### src/rtl/fetch_buffer.sv
// rtl/fetch_buffer.sv - instruction-fetch PC generator, imem request/response tracking and prefetch queue
module fetch_buffer #(
  parameter int              XLEN     = 32,
  parameter int              DEPTH    = 4,
  parameter logic [XLEN-1:0] RESET_PC = 32'h8000_0000,
  parameter int              CW       = $clog2(DEPTH + 1)
) (
  input  logic            clk,
  input  logic            reset,
  output logic            imem_req_valid,
  input  logic            imem_req_ready,
  output logic [XLEN-1:0] imem_req_addr,
  input  logic            imem_rsp_valid,
  input  logic [31:0]     imem_rsp_data,
  input  logic            redirect_valid,
  input  logic [XLEN-1:0] redirect_pc,
  output logic            deq_valid,
  input  logic            deq_ready,
  output logic [31:0]     deq_instr,
  output logic [XLEN-1:0] deq_pc,
  output logic [CW-1:0]   count
);

  localparam int PW = $clog2(DEPTH);

  logic [XLEN-1:0] fetch_pc;
  logic [XLEN-1:0] rsp_pc;
  logic [CW-1:0]   pending;
  logic [CW-1:0]   drop;
  logic [PW-1:0]   rd_ptr;
  logic [PW-1:0]   wr_ptr;
  logic [31:0]     instr_q [DEPTH];
  logic [XLEN-1:0] pc_q    [DEPTH];

  logic [CW+1:0]   used;
  logic            req_fire;
  logic            rsp_keep;
  logic            rsp_drop;
  logic            deq_fire;
  logic [XLEN-1:0] target;
  logic            unused_redirect_lsbs;

  // Every slot is reserved at request time, so a kept response always has room.
  assign used     = (CW+2)'(pending) + (CW+2)'(drop) + (CW+2)'(count);
  assign imem_req_valid = reset && !redirect_valid && (used < (CW+2)'(DEPTH));
  assign imem_req_addr  = fetch_pc;

  assign req_fire = imem_req_valid && imem_req_ready;
  assign rsp_keep = imem_rsp_valid && !redirect_valid && (drop == '0);
  assign rsp_drop = imem_rsp_valid && !redirect_valid && (drop != '0);
  assign deq_valid = (count != '0);
  assign deq_fire  = deq_valid && deq_ready && !redirect_valid;
  assign deq_instr = instr_q[rd_ptr];
  assign deq_pc    = pc_q[rd_ptr];

  assign target = {redirect_pc[XLEN-1:2], 2'b00};
  assign unused_redirect_lsbs = &{1'b0, redirect_pc[1:0]};

  always_ff @(posedge clk or negedge reset) begin
    if (!reset) begin
      fetch_pc <= RESET_PC;
      rsp_pc   <= RESET_PC;
      pending  <= '0;
      drop     <= '0;
      count    <= '0;
      rd_ptr   <= '0;
      wr_ptr   <= '0;
    end else if (redirect_valid) begin
      // Everything in flight becomes stale; a response landing now is already one of them.
      fetch_pc <= target;
      rsp_pc   <= target;
      pending  <= '0;
      drop     <= drop + pending - CW'(imem_rsp_valid);
      count    <= '0;
      rd_ptr   <= '0;
      wr_ptr   <= '0;
    end else begin
      if (req_fire) fetch_pc <= fetch_pc + XLEN'(4);
      if (rsp_keep) begin
        rsp_pc <= rsp_pc + XLEN'(4);
        wr_ptr <= wr_ptr + PW'(1);
      end
      if (rsp_drop) drop <= drop - CW'(1);
      pending <= pending + CW'(req_fire) - CW'(rsp_keep);
      count   <= count + CW'(rsp_keep) - CW'(deq_fire);
      if (deq_fire) rd_ptr <= rd_ptr + PW'(1);
    end
  end

  always_ff @(posedge clk) begin
    if (rsp_keep) begin
      instr_q[wr_ptr] <= imem_rsp_data;
      pc_q[wr_ptr]    <= rsp_pc;
    end
  end

endmodule

### config.mk
export PLATFORM = sky130hd
export DESIGN_NAME = fetch_buffer
export DESIGN_NICKNAME = d
export VERILOG_FILES = /design/src/rtl/fetch_buffer.sv
export SDC_FILE = /design/constraint.sdc
export NUM_CORES = 1
export LEC_CHECK = 0
export CAP_MARGIN = 25
export CORE_AREA = 5 5 153 155
export CTS_BUF_LIST = sky130_fd_sc_hd__clkbuf_8
export CTS_CLUSTER_DIAMETER = 40
export DETAILED_ROUTE_END_ITERATION = 10
export DIE_AREA = 0 0 158 160
export MAX_ROUTING_LAYER = met4
export PLACE_DENSITY = 0.87
export SLEW_MARGIN = 25
export SYNTH_ARGS = -nofsm -noshare
export SYNTH_HDL_FRONTEND = slang
export SYNTH_SLANG_ARGS = --single-unit
export TNS_END_PERCENT = 10
### constraint.sdc
create_clock -name clk -period 10.8 [get_ports clk]
set_input_delay 2.16 -clock clk [delete_from_list [all_inputs] [get_ports clk]]
set_output_delay 2.16 -clock clk [all_outputs]
set_load 0.01 [all_outputs]
==> metrics.txt, run 1 <==
IO Pins 171; Die X 158 µm; clock slew at the register clock pins of the worst setup and hold paths 60 ps; Final Non-Filler Cells 1,320; Logic pwr share 25.3%; gr usage total 23.01%; switching power 0.9206 mW; ys flop type edfxtp_1; Final HPWL DP 18,080 µm; maximum vdd drop 0.1111 mV; post-synth cell types 56; Fillers 1,258; Worst Skew 25.25 ps; die extent in y 160 µm; routed length on met1 11,510 µm; Worst-Margin Slew 1061 ps; WL met2 13,330 µm; routed length on met3 2590 µm; area of the multi-input gates 0.003807 mm²; FP Rows 54; # resized after CTS 0; WP data required 8640 ps; Rel. slew slack 28.73%; core area 0.02169 mm²; DR vias/cell 6.033; Cell Area, Synth 0.01335 mm²; hold slack 514.5 ps; crit-path max FO 20; GRT overflow 0; CTS buffer count 50; most frequent cells in the layout 248 x edfxtp_1, 162 x clkdlybuf4s50_1, 69 x dfrtp_1; # DRC 0; commonest non-fill, non-tap cell in the layout edfxtp_1; n_diodes 0; LEAKAGE 5.611 nW; first-pass GRT wire length 44,430 µm; FF+latch count, synth 321; CP Class in -> out; Final Core Density 74.90%; Fin. Hold Viols 0; Max H-tree Level 2; die area 0.02528 mm²; Setup Buffers After CTS 0; TritonCTS clock tree done; Setup Viol. Count Final 0; I/O Buffers 164; Initial Utilization 61.54%; largest net degree at the start of global routing 77; Final ANT Viol Nets 0; first-pass detailed-route iteration total 6; WL/cell 21.11 µm; via count 7,963; Clock Sinks 321; Max Clk Rate 158.7 MHz; CP endpoint kind output port; post-synthesis average cell area 16.42 µm²; async set-or-reset flop fraction in the synthesized netlist 22.74%; Tmin final 6302 ps; Area growth syn-to-layout 21.71%; Internal Dissipation 2.410 mW; initial antenna violation count 0; hold buffers post-CTS 0; Critical Path Source Type input port; maxcap violations 0; worst skew pair latency 560 ps; switching share of power 27.64%; sequential share of power 45.4%; Post-Syn Instances 813; Placed Cells 1,235; unrepaired setup endpoints after global routing false; GPL Wtd Cong 0.9327; # nets final 1,100; Pwr Density 205.0 mW/mm²; CTS root buf clkbuf_8; vias in the first global route 8,315; clock buffer depth 3; Reg area 0.009281 mm²; outcome completed; Setup TNS Final 0 ps; Max Used Layer met4; Hold WC Path Type reg -> reg; crit path DAT 4140 ps; Final Cycle Share 58.35%; layout cells sized above 1 15.38%; WL final 27,870 µm; clock power share 29.3%; number of enable flip-flop cells after synthesis 248; Initial DRC Count 547; YS warnings 0; sequential-to-total area share from yosys stat 69.50%; max-slew violation count 0
metrics by stage:
stage                     total power [mW]  worst slack [ps]  instance area [µm²]
after floorplan                      2.015              5618                13360
after global placement               2.358              4551                15260
after detailed placement             2.382              4517                15270
after CTS                            3.363              4492                16240
after global routing                 3.509              4342                16240
final                                3.331              4498                16240
routing by layer:
| metal | global-route usage, % | up-vias |
|---|---|---|
| met5 | - | - |
| met3 | 4.817 | 48 |
| met2 | 35.35 | 443 |
| met4 | 5.545 | 0 |
| li1 | - | 3540 |
| met1 | 32.31 | 3932 |
worst paths after layout:
path | start | end | slack [ps] | cells after the start
setup / recovery | reset | imem_req_valid | 4500 | 5
hold / removal | imem_req_addr[31] | imem_req_addr[31] | 510 | 2
setup reg to reg | count[1] | pending[2] | 6250 | 16
hold reg to reg | imem_req_addr[31] | imem_req_addr[31] | 510 | 2
max in group asynchronous | reset | rd_ptr[0] | 8070 | 2
min in group asynchronous | reset | imem_req_addr[14] | 1560 | 1
state kept, by name, summed over array words and instances (netlist names):
| signal | cells |
|---|---|
| instr_q | 128 |
| pc_q | 120 |
| imem_req_addr | 30 |
| rsp_pc | 30 |
| count | 3 |
| drop | 3 |
| pending | 3 |
| rd_ptr | 2 |
| wr_ptr | 2 |
area by class of cell:
| class | instances | area share [%] |
|---|---|---|
| tap | 280 | 2.157 |
| multi-input combinational | 425 | 23.44 |
| clock buffer | 59 | 4.999 |
| sequential | 321 | 57.14 |
| clock inverter | 26 | 0.9782 |
| timing repair buffer | 172 | 10.44 |
| inverter | 37 | 0.8550 |
kinds of logic after synthesis:
group / Yosys count / synth area share (%)
flip-flops: 321 / 69.50
adder cells (fa/ha/maj): 23 / 2.494
buffers and inverters: 70 / 2.166
other: 1 / 0.02810
AO/OA/AOI/OAI: 100 / 4.847
AND/OR/NAND/NOR: 188 / 7.237
multiplexers: 69 / 11.03
XOR/XNOR: 41 / 2.691
power groups by stage:
stage               clock network, mW  logic, mW  registers [mW]
floorplan                           0      0.508            1.51
global placement                    0      0.829            1.53
detailed placement                  0      0.849            1.53
CTS                             0.999      0.854            1.51
global route                     1.06      0.921            1.52
finish                          0.977      0.843            1.51
cells in the mapped netlist (10+ instances only):
| cell type | instances | area share (%) |
|---|---|---|
| nand3_1 | 28 | 1.0 |
| nand4_1 | 18 | 0.84 |
| edfxtp_1 | 248 | 56 |
| a21oi_1 | 15 | 0.56 |
| nand2_1 | 56 | 1.6 |
| and2_1 | 10 | 0.47 |
| o21ai_0 | 44 | 1.6 |
| mux4_2 | 62 | 10 |
| clkbuf_1 | 19 | 0.53 |
| and3_1 | 10 | 0.47 |
| nor2_1 | 22 | 0.62 |
| inv_1 | 35 | 0.98 |
| nor3_1 | 18 | 0.68 |
| xor2_1 | 12 | 0.79 |
| xnor2_1 | 29 | 1.9 |
| dfrtp_1 | 71 | 13 |
| ha_1 | 17 | 1.6 |
worst max-delay path, cell delays in order:
cell and delay, ps:
buf_2 380, nand2_1 140, o32a_1 430, nor4_1 390
clkdlybuf4s50_1 620
(Power assumes the default switching activity.)
==> run 2: changes to the inputs <==
CORE_AREA = 5 5 167 169   (was 5 5 153 155)
DIE_AREA = 0 0 172 174   (was 0 0 158 160)
PLACE_DENSITY = 0.78   (was 0.87)
clock period = 5.4 ns   (was 10.8 ns; I/O delays follow)
==> run 2 against run 1 <==
Non-clock buffer count up 1. Critical endpoint unchanged. Sequential cell count unchanged. Via count is 1.8% lower. Register-to-register slack got worse by 5300 ps. Cell count grew 5.5%. Global-route usage down 3.8 points. Combinational power grew 96%. Largest power group unchanged.
==> metrics.txt, run 2 (synthesis results as in run 1) <==
via count 7,821; Hold WC Path Type reg -> reg; Die X 172 µm; maxcap violations 0; R2R cell count 16; Final Core Density 62.03%; IO Pins 171; met3 Use GR 4.298%; worst reg2reg startpoint count[1]; Tmin final 4624 ps; layout cells sized above 1 16.08%; largest net degree at the start of global routing 76; maximum vdd drop 0.2232 mV; most frequent cells in the layout 248 x edfxtp_1, 162 x clkdlybuf4s50_1, 69 x dfrtp_1; clock buffer depth 3; met1 usage 27.65%; reg2reg setup slack 960 ps; Rel. slew slack 38.63%; Post-Place Worst Slack 953.3 ps; vias in the first global route 8,055; most used routing layer in global routing met2; max FFs per register 128; outcome completed; DR vias/cell 5.619; Clock Sinks 321; Max Clk Rate 216.3 MHz; I/O Buffers 164; commonest non-fill, non-tap cell in the layout edfxtp_1; max-slew violation count 0; Worst Skew 27.76 ps; TritonCTS clock tree done; Initial Utilization 50.51%; crit path DAT 3540 ps; hold depth 2; Initial DRC Count 702; # resized after CTS 0; die area 0.02993 mm²; Pwr Density 410.4 mW/mm²; initial antenna violation count 0; WP data required 4320 ps; Final Cycle Share 85.63%; LEAKAGE 5.663 nW; CP endpoint kind output port; GPL Wtd Cong 0.8859; Final HPWL DP 17,720 µm; first-pass GRT wire length 43,910 µm; reg2reg end pending[2]; Area growth syn-to-layout 22.82%; top flop regs instr_q x128, pc_q x120; Final ANT Viol Nets 0; CTS root buf clkbuf_8; hold buffers post-CTS 0; Worst-Margin Slew 913.6 ps; unrepaired setup endpoints after global routing false; worst skew pair latency 580 ps; Setup Viol. Count Final 0; Biggest register instr_q; met2 Usage GRT 28.29%; clock slew at the register clock pins of the worst setup and hold paths 60 ps; WL/cell 20.01 µm; Max H-tree Level 2; GRT overflow 0; die extent in y 174 µm; Setup TNS Final 0 ps; # DRC 0; Critical Path Source Type register; CTS buffer count 53; Fin. Hold Viols 0; Setup Buffers After CTS 0; n_diodes 0; WL final 27,850 µm; Final WS setup 776.0 ps; CP Class reg -> out; Worst Min Path Start imem_req_addr[31]; gr usage total 19.16%; FP Rows 60; first-pass detailed-route iteration total 6; crit-path max FO 7; core area 0.02643 mm²; Hold Crit Endpoint imem_req_addr[31]; # nets final 1,104
[run 2: cell types whose count changed in the layout (fill, tap and decap cells not counted), moves of 2 or more]
cell / previous run / this run
inv_6: 0 / 4
inv_1: 45 / 51
clkinvlp_4: 1 / 3
clkinv_1: 10 / 6
[run 2: how the worst max path moves through the flow]
| stage | from | endpoint | slack (ps) | depth (start not counted) |
|---|---|---|---|---|
| floorplan | count[1] | pending[2] | 1540 | 17 |
| CTS | count[1] | imem_req_valid | 750 | 7 |
| global route | count[0] | imem_req_valid | 530 | 7 |
| finish | count[1] | imem_req_valid | 780 | 8 |
| global placement | count[1] | pending[2] | 1080 | 16 |
| detailed placement | count[1] | pending[2] | 950 | 16 |
[run 2: worst max-delay path, cell delays in order (launching register included)]
cell,delay [ps]
dfrtp_1,400
inv_1,120
fa_1,570
nor2_1,160
fa_1,230
nand2_1,80
o32a_1,410
nor4_1,390
clkdlybuf4s50_1,610
[run 2: cell type report]
class                   count  area [µm²]
clock inverters            35       200.2
clock buffers              60       825.8
well taps                 341       426.7
fillers                  1957       10030
flip-flops and latches    321        9281
multi-input cells         425        3807
inverters                  37       138.9
repair buffers            173        1712
[run 2: power by group]
group          internal, mW  switching (mW)  leakage [nW]
Sequential             2.84           0.232          3.13
Clock                  1.07           0.935         0.581
Combinational         0.906           0.740          1.95
[run 2: per-stage QoR]
step / instances / cell area, µm² / power (mW) / hold WS (ps)
after CTS: 1392 / 16390 / 6.824 / 502.0
after floorplan: 816 / 13360 / 4.031 / 474.2
after global placement: 1297 / 15360 / 4.751 / 489.0
after detailed placement: 1297 / 15370 / 4.790 / 484.9
after global routing: 1392 / 16390 / 7.107 / 550.5
final: 1392 / 16390 / 6.727 / 497.4
[run 2: routing by layer]
layer	vias to the layer above	share of wire [%]
met2	365	46
met4	0	1.6
li1	3565	-
met1	3852	44
met5	-	0
met3	39	8.7
==> run 3: changes to the inputs <==
RECOVER_POWER = 100   (was unset)
==> run 3 against run 2 <==
The flow now finishes with violations (max-capacitance violations, max-slew violations). Worst setup slack lost 110 ps. Die area is the same. Design area shrank 0.19%. Clock power is essentially flat.
==> metrics.txt, run 3 (synthesis results as in run 1) <==
Worst-Margin Slew 2537 ps; die extent in y 174 µm; Setup Viol. Count Final 0; DR vias/cell 5.628; Critical Path Source Type register; Pwr Density 405.9 mW/mm²; # DRC 0; Placed Cells 1,297; IO Pins 171; largest net degree at the start of global routing 76; I/O Buffers 164; GPL Wtd Cong 0.8859; Initial Utilization 50.51%; met2 Usage GRT 28.29%; WL/cell 19.97 µm; Post-Place Worst Slack 953.3 ps; Rel. slew slack -69.11%; R2R cell count 16; Die X 172 µm; Final Cycle Share 87.75%; top flop regs instr_q x128, pc_q x120; Final Non-Filler Cells 1,393; CTS root buf clkbuf_8; clock buffer depth 3; vias in the first global route 8,055; WL final 27,820 µm; unrepaired setup endpoints after global routing false; met1 usage 27.65%; Fin. Hold Viols 0; FP Rows 60; hold buffers post-CTS 0; commonest non-fill, non-tap cell in the layout edfxtp_1; Worst Skew 23.02 ps; Final ANT Viol Nets 0; CP Class reg -> out; Max Clk Rate 211.0 MHz; outcome complete, but fails checks; Setup Buffers After CTS 0; hold depth 2; most used routing layer in global routing met2; Fillers 1,963; # nets final 1,104; core area 0.02643 mm²; first-pass GRT wire length 43,910 µm; via count 7,840; max FFs per register 128; failing checks max-capacitance violations, max-slew violations; Max H-tree Level 2; WP data required 4320 ps; TritonCTS clock tree done; Tmin final 4738 ps; Final HPWL DP 17,720 µm; worst skew pair latency 570 ps; met3 Use GR 4.298%; initial antenna violation count 1; GRT overflow 0; die area 0.02993 mm²; Initial DRC Count 686; gr usage total 19.16%; LEAKAGE 5.695 nW; Setup TNS Final 0 ps; Area growth syn-to-layout 22.58%; CTS buffer count 53; maxcap violations 6; clock slew at the register clock pins of the worst setup and hold paths 60 ps; Final WS setup 661.6 ps; first-pass detailed-route iteration total 5; crit path DAT 3660 ps; Clock Sinks 321; most frequent cells in the layout 248 x edfxtp_1, 128 x dlygate4sd3_1, 70 x dfrtp_1; Hold WC Path Type reg -> reg; maximum vdd drop 0.2228 mV; CP endpoint kind output port; # resized after CTS 0; layout cells sized above 1 15.22%; max-slew violation count 327; Biggest register instr_q; crit-path max FO 49
## run 3: worst max-delay path: stages, from the launching register on
cell and delay, ps:
dfrtp_1 830, clkbuf_2 1120, mux4_2 460, dlygate4sd3_1 630
## run 3: worst paths after layout
| kind | start | end | slack (ps) |
|---|---|---|---|
| hold reg to reg | imem_req_addr[31] | imem_req_addr[31] | 500 |
| setup / recovery | rd_ptr[1] | deq_instr[30] | 660 |
| hold / removal | imem_req_addr[31] | imem_req_addr[31] | 500 |
| max in group asynchronous | reset | rd_ptr[0] | 2070 |
| min in group asynchronous | reset | rsp_pc[6] | 1130 |
| setup reg to reg | count[1] | pending[2] | 680 |
## run 3: routing by layer
layer / up-vias / part of all wire [%]
met1: 3853 / 43
li1: 3569 / -
met5: - / 0
met2: 377 / 47
met3: 41 / 9.0
met4: 0 / 1.5
## run 3: cell type report
class,count,area [µm²],area share [%]
Clock buffer,60,825.8,5.047
Sequential cell,321,9280,56.72
Timing Repair Buffer,173,1689,10.32
Antenna cell,1,2.502,0.01530
Multi-Input combinational cell,425,3797,23.21
Tap cell,341,426.7,2.608
Clock inverter,35,200.2,1.224
Inverter,37,138.9,0.8489
## run 3: power breakdown
group | switching [mW] | total, mW | internal, mW
sequential | 0.230 | 3.07 | 2.84
combinational | 0.732 | 1.56 | 0.825
clock | 0.936 | 2.01 | 1.07
## run 3: per-stage QoR
| step | instance area [µm²] | utilization (%) | hold WS [ps] | power, mW |
|---|---|---|---|---|
| final | 16360 | 61.91 | 497.4 | 6.641 |
| after global routing | 16360 | 61.91 | 549.3 | 7.019 |
| after CTS | 16390 | 62.03 | 502.0 | 6.824 |
| after detailed placement | 15370 | 58.15 | 484.9 | 4.790 |
| after global placement | 15360 | 58.11 | 489.0 | 4.751 |
| after floorplan | 13360 | - | 474.2 | 4.031 |
